File: config.mk
export PLATFORM = sky130hd
export DESIGN_NAME = ysyx_22041405_ifu_flat
export DESIGN_NICKNAME = d
export VERILOG_FILES = /design/src/rtl/ysyx_22041405_pkg.sv /design/src/rtl/ysyx_22041405_ifu_if.sv /design/src/rtl/ysyx_22041405_pc_reg.sv /design/src/rtl/ysyx_22041405_ifu.sv /design/src/flat_wrapper.sv
export SDC_FILE = /design/constraint.sdc
export NUM_CORES = 1
export LEC_CHECK = 0
export CAP_MARGIN = 20
export CORE_ASPECT_RATIO = 0.9
export CORE_MARGIN = 10
export CORE_UTILIZATION = 68
export CTS_CLUSTER_SIZE = 20
export DETAILED_ROUTE_END_ITERATION = 10
export DONT_BUFFER_PORTS = 1
export GPL_TIMING_DRIVEN = 1
export PLACE_DENSITY_LB_ADDON = 0.08
export SYNTH_ARGS = -nofsm -noshare
export SYNTH_HDL_FRONTEND = slang
export SYNTH_SLANG_ARGS = --single-unit
File: constraint.sdc
create_clock -name clk -period 4.7 [get_ports clk]
set_input_delay 0.235 -clock clk [delete_from_list [all_inputs] [get_ports clk]]
set_output_delay 0.235 -clock clk [all_outputs]
set_load 0.1 [all_outputs]
File: src/rtl/ysyx_22041405_pkg.sv
// Shared definitions for the instruction fetch unit: reset vector,
// FSM state encoding and the canonical NOP used for bubble insertion.
package ysyx_22041405_pkg;

  localparam logic [31:0] RESET_PC  = 32'h8000_0000;
  localparam logic [31:0] INSTR_NOP = 32'h0000_0013;

  typedef enum logic [1:0] {
    S_REQ  = 2'd0,
    S_WAIT = 2'd1,
    S_OUT  = 2'd2
  } ifu_state_e;

endpackage

File: src/rtl/ysyx_22041405_ifu_if.sv
// Fetch-side bus: instruction-memory request/response plus the IFU-to-IDU
// valid/ready channel. master is the IFU, slave is memory + decoder.
interface ysyx_22041405_ifu_if #(
  parameter int WIDTH = 32
);
  import ysyx_22041405_pkg::*;

  logic             imem_req_valid;
  logic             imem_req_ready;
  logic [WIDTH-1:0] imem_req_addr;
  logic             imem_resp_valid;
  logic [WIDTH-1:0] imem_resp_data;
  logic             if_valid;
  logic             if_ready;
  logic [WIDTH-1:0] if_instr;
  logic [WIDTH-1:0] if_pc;

  modport master (
    output imem_req_valid, imem_req_addr, if_valid, if_instr, if_pc,
    input  imem_req_ready, imem_resp_valid, imem_resp_data, if_ready
  );

  modport slave (
    input  imem_req_valid, imem_req_addr, if_valid, if_instr, if_pc,
    output imem_req_ready, imem_resp_valid, imem_resp_data, if_ready
  );

endinterface

File: src/rtl/ysyx_22041405_pc_reg.sv
// Program counter: sequential +4 advance with a word-aligned redirect
// override that always wins.
module ysyx_22041405_pc_reg #(
  parameter int               WIDTH    = 32,
  parameter logic [WIDTH-1:0] RESET_PC = ysyx_22041405_pkg::RESET_PC
) (
  input  logic             clk,
  input  logic             rst_n,
  input  logic             pc_inc,
  input  logic             redirect_valid,
  input  logic [WIDTH-1:0] redirect_pc,
  output logic [WIDTH-1:0] pc
);
  import ysyx_22041405_pkg::*;

  always_ff @(posedge clk) begin
    if (!rst_n) begin
      pc <= RESET_PC;
    end else if (redirect_valid) begin
      pc <= redirect_pc & ~WIDTH'(3);
    end else if (pc_inc) begin
      pc <= pc + WIDTH'(4);
    end
  end

endmodule

File: src/rtl/ysyx_22041405_ifu.sv
// Instruction fetch unit: one outstanding imem read, single-entry buffer,
// valid/ready hand-off to the IDU, redirect squashes in-flight or held work.
//
//   state  | meaning
//   S_REQ  | imem request presented at pc, waiting for acceptance
//   S_WAIT | request accepted, waiting for the response word
//   S_OUT  | instruction held and offered to the IDU
module ysyx_22041405_ifu #(
  parameter int               WIDTH    = 32,
  parameter logic [WIDTH-1:0] RESET_PC = ysyx_22041405_pkg::RESET_PC
) (
  input  logic                       clk,
  input  logic                       rst_n,
  input  logic                       redirect_valid,
  input  logic [WIDTH-1:0]           redirect_pc,
  ysyx_22041405_ifu_if.master        bus
);
  import ysyx_22041405_pkg::*;

  ifu_state_e       state;
  logic             drop;
  logic [WIDTH-1:0] instr_q;
  logic [WIDTH-1:0] pc;
  logic             pc_inc;

  assign pc_inc = (state == S_OUT) && bus.if_ready && !redirect_valid;

  ysyx_22041405_pc_reg #(
    .WIDTH    (WIDTH),
    .RESET_PC (RESET_PC)
  ) u_pc_reg (
    .clk            (clk),
    .rst_n          (rst_n),
    .pc_inc         (pc_inc),
    .redirect_valid (redirect_valid),
    .redirect_pc    (redirect_pc),
    .pc             (pc)
  );

  always_ff @(posedge clk) begin
    if (!rst_n) begin
      state   <= S_REQ;
      drop    <= 1'b0;
      instr_q <= '0;
    end else begin
      case (state)
        S_REQ: begin
          // a redirect racing an accepted request leaves a stale response to eat
          if (bus.imem_req_ready) begin
            state <= S_WAIT;
            if (redirect_valid) drop <= 1'b1;
          end
        end
        S_WAIT: begin
          if (bus.imem_resp_valid) begin
            if (redirect_valid || drop) begin
              state <= S_REQ;
              drop  <= 1'b0;
            end else begin
              instr_q <= bus.imem_resp_data;
              state   <= S_OUT;
            end
          end else if (redirect_valid) begin
            drop <= 1'b1;
          end
        end
        S_OUT: begin
          if (redirect_valid || bus.if_ready) state <= S_REQ;
        end
        default: state <= S_REQ;
      endcase
    end
  end

  assign bus.imem_req_valid = (state == S_REQ);
  assign bus.imem_req_addr  = pc;
  assign bus.if_valid       = (state == S_OUT);
  assign bus.if_instr       = instr_q;
  assign bus.if_pc          = pc;

endmodule
File: src/flat_wrapper.sv
// flat-port wrapper written by rule: the top's interface ports become plain ports
module ysyx_22041405_ifu_flat import ysyx_22041405_pkg::*;
#(
  parameter int               WIDTH    = 32,
  parameter logic [WIDTH-1:0] RESET_PC = ysyx_22041405_pkg::RESET_PC
)
  (clk, rst_n, redirect_valid, redirect_pc, bus_imem_req_valid, bus_imem_req_addr, bus_if_valid, bus_if_instr, bus_if_pc, bus_imem_req_ready, bus_imem_resp_valid, bus_imem_resp_data, bus_if_ready);
  ysyx_22041405_ifu_if #(.WIDTH(WIDTH)) bus_i ();
  input  logic clk;
  input  logic rst_n;
  input  logic redirect_valid;
  input  logic [WIDTH-1:0] redirect_pc;
  output wire logic [$bits(bus_i.imem_req_valid)-1:0] bus_imem_req_valid;
  output wire logic [$bits(bus_i.imem_req_addr)-1:0] bus_imem_req_addr;
  output wire logic [$bits(bus_i.if_valid)-1:0] bus_if_valid;
  output wire logic [$bits(bus_i.if_instr)-1:0] bus_if_instr;
  output wire logic [$bits(bus_i.if_pc)-1:0] bus_if_pc;
  input wire logic [$bits(bus_i.imem_req_ready)-1:0] bus_imem_req_ready;
  input wire logic [$bits(bus_i.imem_resp_valid)-1:0] bus_imem_resp_valid;
  input wire logic [$bits(bus_i.imem_resp_data)-1:0] bus_imem_resp_data;
  input wire logic [$bits(bus_i.if_ready)-1:0] bus_if_ready;
  assign bus_imem_req_valid = bus_i.imem_req_valid;
  assign bus_imem_req_addr = bus_i.imem_req_addr;
  assign bus_if_valid = bus_i.if_valid;
  assign bus_if_instr = bus_i.if_instr;
  assign bus_if_pc = bus_i.if_pc;
  assign bus_i.imem_req_ready = bus_imem_req_ready;
  assign bus_i.imem_resp_valid = bus_imem_resp_valid;
  assign bus_i.imem_resp_data = bus_imem_resp_data;
  assign bus_i.if_ready = bus_if_ready;
  ysyx_22041405_ifu #(.WIDTH(WIDTH), .RESET_PC(RESET_PC)) u_core (.clk(clk), .rst_n(rst_n), .redirect_valid(redirect_valid), .redirect_pc(redirect_pc), .bus(bus_i));
endmodule
==> flow_metrics.tcl <==
set metrics [dict create \
    status "complete, no violations" \
    netlist_area_um2 3210 \
    cts_tree "done" \
    path_class "register to register" \
    cts_sinks 65 \
    final.setup.tns_ns 0 \
    finClkSkew_ns 0.00674 \
    pwr-share-clk_pct 30.2 \
    numCtsBuffers 9 \
    yosys_warnings 0 \
    relSlewSlack_pct 25.4 \
    clk_pin_slew_ns 0.07 \
    rsz0062_at_grt "no" \
    dp_hpwl_um 5960 \
    finalSetupViolCount 0 \
    r2r_end "u_core.u_pc_reg.pc[18]" \
    sequentialPowerShare_pct 53.8 \
    dieArea_um2 7870 \
    hold_ws_ns 0.0304 \
    min_to "u_core.u_pc_reg.pc[5]" \
    power.leakage_nw 1.21 \
    drt_first_iter_violations 110 \
    htreeDepth 3 \
    dr_total_vias 2546 \
    gp_congestion 0.766 \
    fin_total_pwr_mw 1.43 \
    area_growth_pct 3.94 \
    r2r_slack_ns 2.06 \
    synth_common_cells "nand2_1 (83), dfxtp_1 (65), buf_4 (34)" \
    first_pass_iters 4 \
    slew_viol_final 0 \
    hold_buffers 0 \
    row_count 23 \
    hold_violations 0 \
    fillCellCount 360 \
    critPathLaunchType "register" \
    synthArstFlopShare_pct 0 \
    clock-root-buffer "clkbuf_8" \
    nets 437 \
    synth_top_flop_cell "dfxtp_1" \
    grt_max_degree 68 \
    final_area_um2 3340 \
    place_area_um2 3110 \
    whs_path_depth 1 \
    ys_top_cells_by_area "dfxtp_1 (41%), nand2_1 (9.7%), buf_4 (8.0%)" \
    synth_top_area_share_pct 40.5 \
    p_int_uw 852 \
    syn_inst 391 \
    die_h_um 85.2 \
    regToRegStartpoint "u_core.u_pc_reg.pc[2]" \
    wl_um 8190 \
    viasPerCell 5.88 \
    hp-class "primary input to register" \
    switchingPower_uw 577 \
    grt_overflow_total 0 \
    p_comb_share_pct 15.9 \
    max_cap_viol_count 0 \
    yosysMostFrequentCell "nand2_1" \
    avgSynthCellArea_um2 8.21 \
    die_x_um 92.4 \
    ctsResizeCount 0 \
    r2r_cells 7 \
    period_needed_ns 2.64 \
    final_util_pct 73.9 \
    crit_path_end_kind "register" \
    cts_setup_buffers 0 \
    hp-start "rst_n" \
    antenna_found_initial 1 \
    drc 0 \
    clockBufferDepth 2 \
    grt_pass1_wl_um 12900 \
    wire_per_inst_um 18.9 \
    synth_seq_cells 65 \
    peakVddDrop_mv 0.305 \
    fmax_mhz 379 \
    synth-edff-count 0 \
    ys_seq_area_share_pct 40.5 \
    path_max_fanout 6 \
    grt_pass1_vias 2557 \
    ant_nets 0 \
    yosysUniqueCellTypes 39 \
    start_util_pct 71.1 \
    critical_path_required_ns 4.92 \
    io_buffers 0 \
    power_density_nw_per_um2 428 \
    clk_latency_ns 0.33 \
    core_um2 4520 \
    cp.arrival_ns 2.86 \
    synth_top_cell_by_area "dfxtp_1" \
    swShare_pct 40.4 \
    pin_count 168 \
    grt_usage_pct 20.3 \
    post-route-period-util_pct 56.1 \
    tightest_slew_ns 1.11 \
    drive_above_1_share_pct 18.1 \
]
==> power by group through the flow <==
stage          combinational, mW  clock (mW)  sequential (mW)
2_1_floorplan              0.228           0            0.775
3_3_place_gp               0.220           0            0.781
3_5_place_dp               0.224           0            0.782
4_1_cts                    0.224       0.441            0.770
5_1_grt                    0.240       0.465            0.774
6_report                   0.228       0.432            0.770
==> cell type report <==
| class | count | area, um2 | share of cell area, % |
|---|---|---|---|
| timing repair buffer | 17 | 155 | 4.65 |
| clock buffer | 13 | 169 | 5.06 |
| multi-input combinational | 268 | 1560 | 46.8 |
| tap | 62 | 77.6 | 2.32 |
| antenna | 1 | 2.50 | 0.0750 |
| inverter | 5 | 18.8 | 0.562 |
| clock inverter | 2 | 12.5 | 0.375 |
| sequential | 65 | 1340 | 40.1 |
==> kinds of logic after synthesis <==
family,synth area share [%]
buffers and inverters,11.5
AND/OR/NAND/NOR,22.4
adder cells (fa/ha/maj),0.390
flip-flops,40.5
multiplexers,0.935
AO/OA/AOI/OAI,16.7
XOR/XNOR,7.37
other,0.117
==> state kept, by name, indices dropped and copies added (netlist names) <==
name and cells:
u_core.bus.if_instr 32, u_core.state 2, u_core.drop 1, u_core.u_pc_reg.pc 30
==> worst max-delay path by stage <==
stage | startpoint | endpoint | slack [ns]
global placement | u_core.u_pc_reg.pc[2] | u_core.u_pc_reg.pc[18] | 2.15
finish | u_core.u_pc_reg.pc[2] | u_core.u_pc_reg.pc[18] | 2.06
CTS | u_core.u_pc_reg.pc[2] | u_core.u_pc_reg.pc[18] | 2.06
global route | u_core.u_pc_reg.pc[2] | u_core.u_pc_reg.pc[18] | 1.88
floorplan | u_core.u_pc_reg.pc[2] | u_core.u_pc_reg.pc[18] | 2.10
detailed placement | u_core.u_pc_reg.pc[2] | u_core.u_pc_reg.pc[18] | 2.09
==> layout by cell type (no fill, tap or decap), types with 4 or more instances in the layout <==
cell,count
xor2_1,21
clkbuf_8,12
inv_1,5
dfxtp_2,30
and2_1,7
buf_4,15
xnor2_1,6
nor2_1,9
nand3_1,10
o21ai_0,28
dfxtp_1,35
conb_1,4
a21boi_0,27
nand4_1,13
nand2_1,83
a21oi_1,22
a21boi_1,5
==> critical path: stages (launching register included) <==
cell	delay, ns
dfxtp_2	0.31
buf_4	0.49
ha_1	0.30
nand4_1	0.21
nor4_1	0.61
nand3_1	0.17
xnor2_1	0.19
o211a_1	0.24
==> stage by stage <==
step	setup slack [ns]	std cells
floorplan	2.10	394
CTS	2.06	430
detailed placement	2.09	415
global route	1.88	433
global placement	2.15	415
finish	2.06	433
==> layer usage <==
layer | part of all wire, % | global-route usage [%] | wire length [um] | up-vias
met5 | 0 | 0 | 0 | -
met3 | 11 | 12.1 | 940 | 12
li1 | - | - | - | 1237
met4 | 1.1 | 6.58 | 92 | 0
met2 | 48 | 33.5 | 3950 | 121
met1 | 39 | 21.1 | 3210 | 1176
Power figures use the tool's default switching activity.
